$ cat src/rtl/riscv_alu_arbiter_pkg.sv
// Shared types and constants for the two-requester ALU arbiter and its ALU.
// Opcode encodings and bus widths replace the old riscv_define.v macros.
package riscv_alu_arbiter_pkg;

    localparam int unsigned REG_BUS_W = 32;
    localparam int unsigned ALU_OP_W  = 4;

    typedef enum logic [ALU_OP_W-1:0] {
        ALU_ADD  = 4'd0,
        ALU_SUB  = 4'd1,
        ALU_SLL  = 4'd2,
        ALU_SRL  = 4'd3,
        ALU_SRA  = 4'd4,
        ALU_AND  = 4'd5,
        ALU_OR   = 4'd6,
        ALU_XOR  = 4'd7,
        ALU_SLT  = 4'd8,
        ALU_SLTU = 4'd9
    } alu_op_e;

    localparam logic ARB_REQ0 = 1'b0;
    localparam logic ARB_REQ1 = 1'b1;

    typedef enum logic {
        SLOT_EMPTY = 1'b0,
        SLOT_FULL  = 1'b1
    } slot_state_e;

    // Round-robin pick: on contention the requester other than last_grant wins.
    function automatic logic [1:0] rr_pick(input logic [1:0] elig, input logic last_grant);
        logic [1:0] grant;
        grant = elig;
        if (elig == 2'b11) begin
            grant = (last_grant == ARB_REQ1) ? 2'b01 : 2'b10;
        end
        return grant;
    endfunction

endpackage

$ cat src/rtl/riscv_alu_arbiter_alu.sv
// Purely combinational RV32 integer ALU shared by the arbiter's requesters.
module riscv_alu
    import riscv_alu_arbiter_pkg::*;
(
    input  logic [ALU_OP_W-1:0]  op_i,
    input  logic [REG_BUS_W-1:0] a_i,
    input  logic [REG_BUS_W-1:0] b_i,
    output logic [REG_BUS_W-1:0] result_o,
    output logic                 zero_o
);

    logic [4:0] shamt;

    always_comb begin
        shamt    = b_i[4:0];
        result_o = '0;
        case (alu_op_e'(op_i))
            ALU_ADD:  result_o = a_i + b_i;
            ALU_SUB:  result_o = a_i - b_i;
            ALU_SLL:  result_o = a_i << shamt;
            ALU_SRL:  result_o = a_i >> shamt;
            ALU_SRA:  result_o = $unsigned($signed(a_i) >>> shamt);
            ALU_AND:  result_o = a_i & b_i;
            ALU_OR:   result_o = a_i | b_i;
            ALU_XOR:  result_o = a_i ^ b_i;
            ALU_SLT:  result_o = {{(REG_BUS_W-1){1'b0}}, ($signed(a_i) < $signed(b_i))};
            ALU_SLTU: result_o = {{(REG_BUS_W-1){1'b0}}, (a_i < b_i)};
            default:  result_o = '0;
        endcase
        zero_o = (result_o == '0);
    end

endmodule

$ cat src/rtl/riscv_alu_arbiter.sv
// Two-requester round-robin front end for one shared ALU, with a one-deep
// registered response slot per requester (drain and refill in the same cycle).
module riscv_alu_arbiter
    import riscv_alu_arbiter_pkg::*;
(
    input  logic                 clk_i,
    input  logic                 rst_i,

    input  logic                 req0_valid_i,
    output logic                 req0_ready_o,
    input  logic [ALU_OP_W-1:0]  req0_op_i,
    input  logic [REG_BUS_W-1:0] req0_a_i,
    input  logic [REG_BUS_W-1:0] req0_b_i,
    output logic                 resp0_valid_o,
    input  logic                 resp0_ready_i,
    output logic [REG_BUS_W-1:0] resp0_result_o,
    output logic                 resp0_zero_o,

    input  logic                 req1_valid_i,
    output logic                 req1_ready_o,
    input  logic [ALU_OP_W-1:0]  req1_op_i,
    input  logic [REG_BUS_W-1:0] req1_a_i,
    input  logic [REG_BUS_W-1:0] req1_b_i,
    output logic                 resp1_valid_o,
    input  logic                 resp1_ready_i,
    output logic [REG_BUS_W-1:0] resp1_result_o,
    output logic                 resp1_zero_o
);

    slot_state_e          slot_q   [2];
    slot_state_e          slot_d   [2];
    logic [REG_BUS_W-1:0] result_q [2];
    logic [REG_BUS_W-1:0] result_d [2];
    logic                 zero_q   [2];
    logic                 zero_d   [2];
    logic                 last_grant_q;
    logic                 last_grant_d;

    logic [1:0]           req_valid;
    logic [1:0]           resp_ready;
    logic [1:0]           elig;
    logic [1:0]           grant;

    logic [ALU_OP_W-1:0]  alu_op;
    logic [REG_BUS_W-1:0] alu_a;
    logic [REG_BUS_W-1:0] alu_b;
    logic [REG_BUS_W-1:0] alu_result;
    logic                 alu_zero;

    assign req_valid  = {req1_valid_i, req0_valid_i};
    assign resp_ready = {resp1_ready_i, resp0_ready_i};

    // Eligibility and grant; no grant is ever issued while reset is asserted.
    always_comb begin
        elig  = '0;
        grant = '0;
        for (int unsigned i = 0; i < 2; i++) begin
            elig[i] = req_valid[i] && ((slot_q[i] == SLOT_EMPTY) || resp_ready[i]);
        end
        if (!rst_i) begin
            grant = rr_pick(elig, last_grant_q);
        end
    end

    assign req0_ready_o = grant[0];
    assign req1_ready_o = grant[1];

    // Operand mux defaults to requester 0 when idle.
    always_comb begin
        alu_op = req0_op_i;
        alu_a  = req0_a_i;
        alu_b  = req0_b_i;
        if (grant[1]) begin
            alu_op = req1_op_i;
            alu_a  = req1_a_i;
            alu_b  = req1_b_i;
        end
    end

    riscv_alu u_alu (
        .op_i     (alu_op),
        .a_i      (alu_a),
        .b_i      (alu_b),
        .result_o (alu_result),
        .zero_o   (alu_zero)
    );

    always_ff @(posedge clk_i) begin
        if (rst_i) begin
            last_grant_q <= ARB_REQ1;
            for (int unsigned i = 0; i < 2; i++) begin
                slot_q[i]   <= SLOT_EMPTY;
                result_q[i] <= '0;
                zero_q[i]   <= 1'b0;
            end
        end else begin
            last_grant_q <= last_grant_d;
            for (int unsigned i = 0; i < 2; i++) begin
                slot_q[i]   <= slot_d[i];
                result_q[i] <= result_d[i];
                zero_q[i]   <= zero_d[i];
            end
        end
    end

    // A grant always (re)fills its slot; a drain without refill empties it but
    // leaves the stale data in place since it is invisible once EMPTY.
    always_comb begin
        last_grant_d = last_grant_q;
        if (grant[1]) begin
            last_grant_d = ARB_REQ1;
        end else if (grant[0]) begin
            last_grant_d = ARB_REQ0;
        end
        for (int unsigned i = 0; i < 2; i++) begin
            slot_d[i]   = slot_q[i];
            result_d[i] = result_q[i];
            zero_d[i]   = zero_q[i];
            if (grant[i]) begin
                slot_d[i]   = SLOT_FULL;
                result_d[i] = alu_result;
                zero_d[i]   = alu_zero;
            end else if ((slot_q[i] == SLOT_FULL) && resp_ready[i]) begin
                slot_d[i] = SLOT_EMPTY;
            end
        end
    end

    always_comb begin
        resp0_valid_o  = (slot_q[0] == SLOT_FULL);
        resp1_valid_o  = (slot_q[1] == SLOT_FULL);
        resp0_result_o = result_q[0];
        resp1_result_o = result_q[1];
        resp0_zero_o   = zero_q[0];
        resp1_zero_o   = zero_q[1];
    end

endmodule

$ cat config.mk
export PLATFORM = sky130hd
export DESIGN_NAME = riscv_alu_arbiter
export DESIGN_NICKNAME = d
export VERILOG_FILES = /design/src/rtl/riscv_alu_arbiter_pkg.sv /design/src/rtl/riscv_alu_arbiter_alu.sv /design/src/rtl/riscv_alu_arbiter.sv
export SDC_FILE = /design/constraint.sdc
export NUM_CORES = 1
export LEC_CHECK = 0
export ABC_CLOCK_PERIOD_IN_PS = 16440
export BUFFER_PORTS_ARGS = -buffer_cell sky130_fd_sc_hd__buf_2
export CORE_AREA = 2 2 193 195
export CTS_BUF_LIST = sky130_fd_sc_hd__clkbuf_16
export DETAILED_ROUTE_END_ITERATION = 16
export DIE_AREA = 0 0 195 197
export PLACE_DENSITY = 0.69
export SETUP_SLACK_MARGIN = 0.4
export SYNTH_ARGS = -nofsm -noshare
export SYNTH_HDL_FRONTEND = slang
export SYNTH_SLANG_ARGS = --single-unit
$ cat constraint.sdc
create_clock -name clk_i -period 16.44 [get_ports clk_i]
set_input_delay 0.822 -clock clk_i [delete_from_list [all_inputs] [get_ports clk_i]]
set_output_delay 0.822 -clock clk_i [all_outputs]
set_load 0.05 [all_outputs]
# Yosys cells after proc, flatten, opt, wreduce, memory -nomap -nowiden
# Memory sizes are Yosys's and may differ from the RTL's.
# Index checks and enable logic that the tools add are counted.
dict set report word_totals {
  inputBits 142
  latchBits 0
  rom_bits 0
  word_cells 65
  register_bits 1
  ram_bits 68
  mem_count 3
  out_inout_bits 70
}
dict set report classes {
  div 0
  magnitude_cmp 2
  n_reduce_logical 9
  n_shift 3
  n_addsub 2
  n_mul 0
  mux 24
  bitwise_logic 11
  eq_ne 10
}
# memory depth word_bits read_ports rd_clocked_by_memory_dff write_ports line
set memory_table {}
lappend memory_table {result_q 2 32 2 0 2 riscv_alu_arbiter.sv:32} ;# logic [REG_BUS_W-1:0] result_q [2];
lappend memory_table {slot_q 2 1 2 0 2 riscv_alu_arbiter.sv:30} ;# slot_state_e slot_q [2];
lappend memory_table {zero_q 2 1 2 0 2 riscv_alu_arbiter.sv:34} ;# logic zero_q [2];
# cell count
set ops {}
lappend ops {{one-hot mux 32 bit (10 select lines)} 1}
lappend ops {{2-to-1 mux 32 bit} 6}
lappend ops {{< comparator 32 bit} 2}
lappend ops {{adder 32 bit} 1}
lappend ops {{AND 32 bit} 1}
lappend ops {{logical NOT 32 bit} 1}
lappend ops {{OR 32 bit} 1}
lappend ops {{left shift 32 x 5 -> 32 bit} 1}
lappend ops {{>> shifter 32 x 5 -> 32 bit} 1}
lappend ops {{>>> shifter 32 x 5 -> 32 bit} 1}
lappend ops {{subtractor 32 bit} 1}
lappend ops {{XOR 32 bit} 1}
lappend ops {{equality test 4 x 3 -> 1 bit, second input constant} 4}
lappend ops {{2-to-1 mux 1 bit} 13}
lappend ops {{equality test 4 x 2 -> 1 bit, second input constant} 2}
lappend ops {{equality test 4 bit, second input constant} 2}
lappend ops {{2-to-1 mux 2 bit} 3}
lappend ops {{OR 1 bit} 6}
lappend ops {{equality test 4 x 1 -> 1 bit, second input constant} 1}
lappend ops {{logical AND 1 bit} 4}
lappend ops {{logical NOT 4 bit} 1}
lappend ops {{2-to-1 mux 4 bit} 1}
lappend ops {{equality test 2 bit, second input constant} 1}
lappend ops {{logical OR 1 bit} 2}
lappend ops {{other kinds (2)} 3}

# Logic depth before layout (Yosys ltp)
dict set report logic_depth {
  depth_word 12
  mapped_depth 26
  ltp_nobuf 20
}

# By module
# A second synthesis with hierarchy kept.
dict set report unflattened {
  hier_cells 1796
  area_unflattened_um2 13699.4
}
# mod area_per_inst_um2 instances seq_area_each_um2 cells_per_inst
set by_module_without_submodules {}
lappend by_module_without_submodules {riscv_alu 10443.8 1 0.0 1418}
lappend by_module_without_submodules {riscv_alu_arbiter 3255.6 1 1381.3 378}

# Worst setup path after synthesis
# Ideal clock, no wire load.
dict set report synth_path {
  kind {in2reg}
  start {input port resp1_ready_i}
  end {memory zero_q[0][0]}
  n_path_buf 8
  setup_time_ns 0.085
  required_ns 16.355
  arrival_ns 5.906
  path_slack_ns 10.450
  cell_stages 25
  cell_sequence {nand2b_1 -> o211ai_4 -> buf_4 -> buf_6 -> buf_4 -> buf_4 -> buf_2 -> clkbuf_1 -> buf_1 -> nand2_1 -> nand2_1 -> ha_1 -> clkbuf_1 -> a21oi_1 -> nor2_1 -> a2111oi_0 -> a211oi_1 -> o2111ai_1 -> o21bai_1 -> xnor2_1 -> a2111oi_2 -> nand4_1 -> nor4_2 -> nand4_1 -> o31ai_2}
}
# item line
set synth_lines {}
lappend synth_lines {{start, declared} riscv_alu_arbiter.sv:25} ;# input logic resp1_ready_i,
lappend synth_lines {{end, declared} riscv_alu_arbiter.sv:34}

==> flow_summary.toml <==
[synthesis]
yosysSeqAreaShare_pct = 7.71
ys_ff_latch = 69
synth_edf_count = 0
yosysTopAreaCellShare_pct = 11.3
syn_nets = 2687
yosysTopAreaCell = "mux4_2"
synth_cell_type_count = 109
yosys_warnings = 0
async_reset_ff_share_pct = 0
avgSynthCellArea_um2 = 7.33
syn_inst = 2445
synthFlopType = "dfxtp_1"
netlist_top_cells_area = "mux4_2 (11%), mux2i_1 (10%), dfxtp_1 (7.7%)"
netlist_area_um2 = 17900

[sta]
hold_viol_final = 0
setup_tns_ns = 0
slew_viol_final = 0
finalWorstSetupSlack_ns = 8.84
max_slew_margin_pct = 8.58
period_share_pct = 46.2
max_freq_mhz = 132
setup_viol = 0
fin_worst_skew_ns = 0.00604
period_minus_slack_ns = 7.60
whs_ns = 0.444
tightest_slew_ns = 1.33
rsz0062_at_grt = "no"

[clock_tree]
cts_hold_buf = 0
clkTransAtPathRegs_ns = 0.06
root_buffer = "clkbuf_16"
cts_tree = "built"
cts_setup_buffers = 0
htree_levels = 3
clock_latency_ns = 0.34
cts_buffers = 9
cts_resized = 0
cts.sinks = 69
clk_path_buf_depth = 2

[global_route]
grt_max_degree = 68
gr-total-overflow = 0
grt_pass1_vias = 19300
antenna_found_initial = 2
grt_pass1_wl_um = 127000
grt_usage_pct = 43.4

[floorplanning]
io_pins = 212
core_area_um2 = 36300
die-area_um2 = 38400
num_rows = 70
die_h_um = 197
start_util_pct = 49.4
fp.dieW_um = 195

[outcome]
status = "completed"

[placement]
dpl.cell_count = 2923
dpl_cell_area_um2 = 18700
gp_routability_congestion = 1.07
dp_slack_ns = 8.72
portBuffers = 211
hpwl_um = 65800

[power]
ir_drop_mv = 0.0500
total_power_mw = 1.22
p_leak_nw = 8.23
power_density_nw_per_um2 = 64.3

[detailed_routing]
wl_per_cell_um = 29.3
first_pass_iters = 6
vias = 21000
viasPerCell = 7.16
first_iter_violations = 2894
post-route-drc-count = 0
antenna_left = 0
wl_um = 86200

[finish]
drive_above_1_share_pct = 19.9
utilization_pct = 52.4
area_growth_syn_to_layout_pct = 6.00
finalNetCount = 2708
n_antenna_cell = 0
final_area_um2 = 19000
instances_no_fill = 2939

[job]
drv_cap = 0

[critical_path]
cp-end-kind = "register"
critPathArrivalTime_ns = 7.85
cp_max_fo = 59
crit_type = "primary input to register"
worstPathRequired_ns = 16.69
crit_path_start_kind = "primary input"

[min_path]
hp-class = "register to register"
==> layout by cell type (no fill, tap or decap), types with 87 or more instances in the layout <==
master / n
ha_1: 98
mux2_2: 87
a21oi_1: 137
mux4_2: 90
mux2i_1: 181
inv_1: 99
buf_2: 208
nand2_1: 364
nor2_1: 217
o21ai_0: 122
==> report_power, final <==
part	switching, mW	internal [mW]	leakage (nW)
sequential	0.00787	0.182	0.566
combinational	0.575	0.279	7.53
clock	0.0745	0.102	0.140
==> cell usage after synthesis (11+ instances only) <==
cell type / number
nand2_1: 364
nor2_1: 217
mux2i_1: 183
a21oi_1: 137
clkbuf_1: 128
o21ai_0: 122
inv_1: 99
ha_1: 98
mux4_2: 90
mux2_2: 87
dfxtp_1: 69
a211oi_1: 68
nor3_1: 66
buf_2: 59
nand3_1: 55
a31oi_1: 29
nor2b_1: 27
o22ai_1: 25
a21o_1: 22
nand2b_1: 22
o211ai_1: 22
xnor2_1: 22
buf_4: 20
nand4_1: 19
o21bai_1: 19
nor4_1: 18
a22oi_1: 17
a221oi_1: 15
o2111ai_1: 15
buf_1: 14
o31ai_1: 14
o21a_1: 13
and3_1: 12
o21ai_1: 12
a22o_1: 11
buf_6: 11
==> path summary, 6_finish.rpt <==
check	start	to	slack, ns	depth (start not counted)
max	rst_i	zero_q[0][0]$_SDFFE_PP0P_	8.84	20
max reg2reg	last_grant_q$_SDFFE_PP1P_	zero_q[0][0]$_SDFFE_PP0P_	9.67	19
min	result_q[0][47]$_SDFFE_PP0N_	result_q[0][47]$_SDFFE_PP0N_	0.44	2
min reg2reg	result_q[0][47]$_SDFFE_PP0N_	result_q[0][47]$_SDFFE_PP0N_	0.44	2
==> final cells by class <==
| class | instances | area [um^2] |
|---|---|---|
| fill | 3646 | 17300 |
| multi-input combinational | 2033 | 15000 |
| sequential | 69 | 1380 |
| timing repair buffer | 244 | 1310 |
| tap | 468 | 586 |
| inverter | 109 | 414 |
| clock buffer | 9 | 225 |
| clock inverter | 7 | 50.0 |
==> sequential cells by signal, summed over array words and instances (netlist names) <==
signal	flops
zero_q	2
slot_q	2
result_q	64
last_grant_q	1
==> cell families after synthesis <==
family,Yosys count,synth area share [%]
AOI/OAI and AO/OA,678,26.2
adders and majority gates,100,7.06
buffers and inverters,343,8.56
and+or+nand+nor,863,21.7
muxes,367,27.6
xor gates and xnor gates,25,1.22
DFF,69,7.71
==> routing by layer <==
| metal | part of all wire [%] | GRT usage (%) |
|---|---|---|
| met1 | 39 | 56.9 |
| met2 | 45 | 70.6 |
| met3 | 11 | 6.45 |
| met4 | 5.3 | 20.1 |
| met5 | 0.019 | 0 |
==> worst max-delay path, stage by stage <==
cell and delay, ns:
buf_2 0.58, and2b_2 0.33, o211ai_4 0.08, buf_4 0.34
buf_4 0.53, buf_4 0.71, nand2_1 0.12, nand2_1 0.17
ha_1 0.38, nor4_1 0.47, nand2_1 0.16, or4_1 0.51
nor4_1 0.64, nor4bb_1 0.23, o41ai_1 0.58, xnor2_1 0.19
o221ai_1 0.23, nor3_1 0.26, nand4_1 0.17, o31ai_2 0.23
Note: power is estimated with default switching activity, not from simulation.
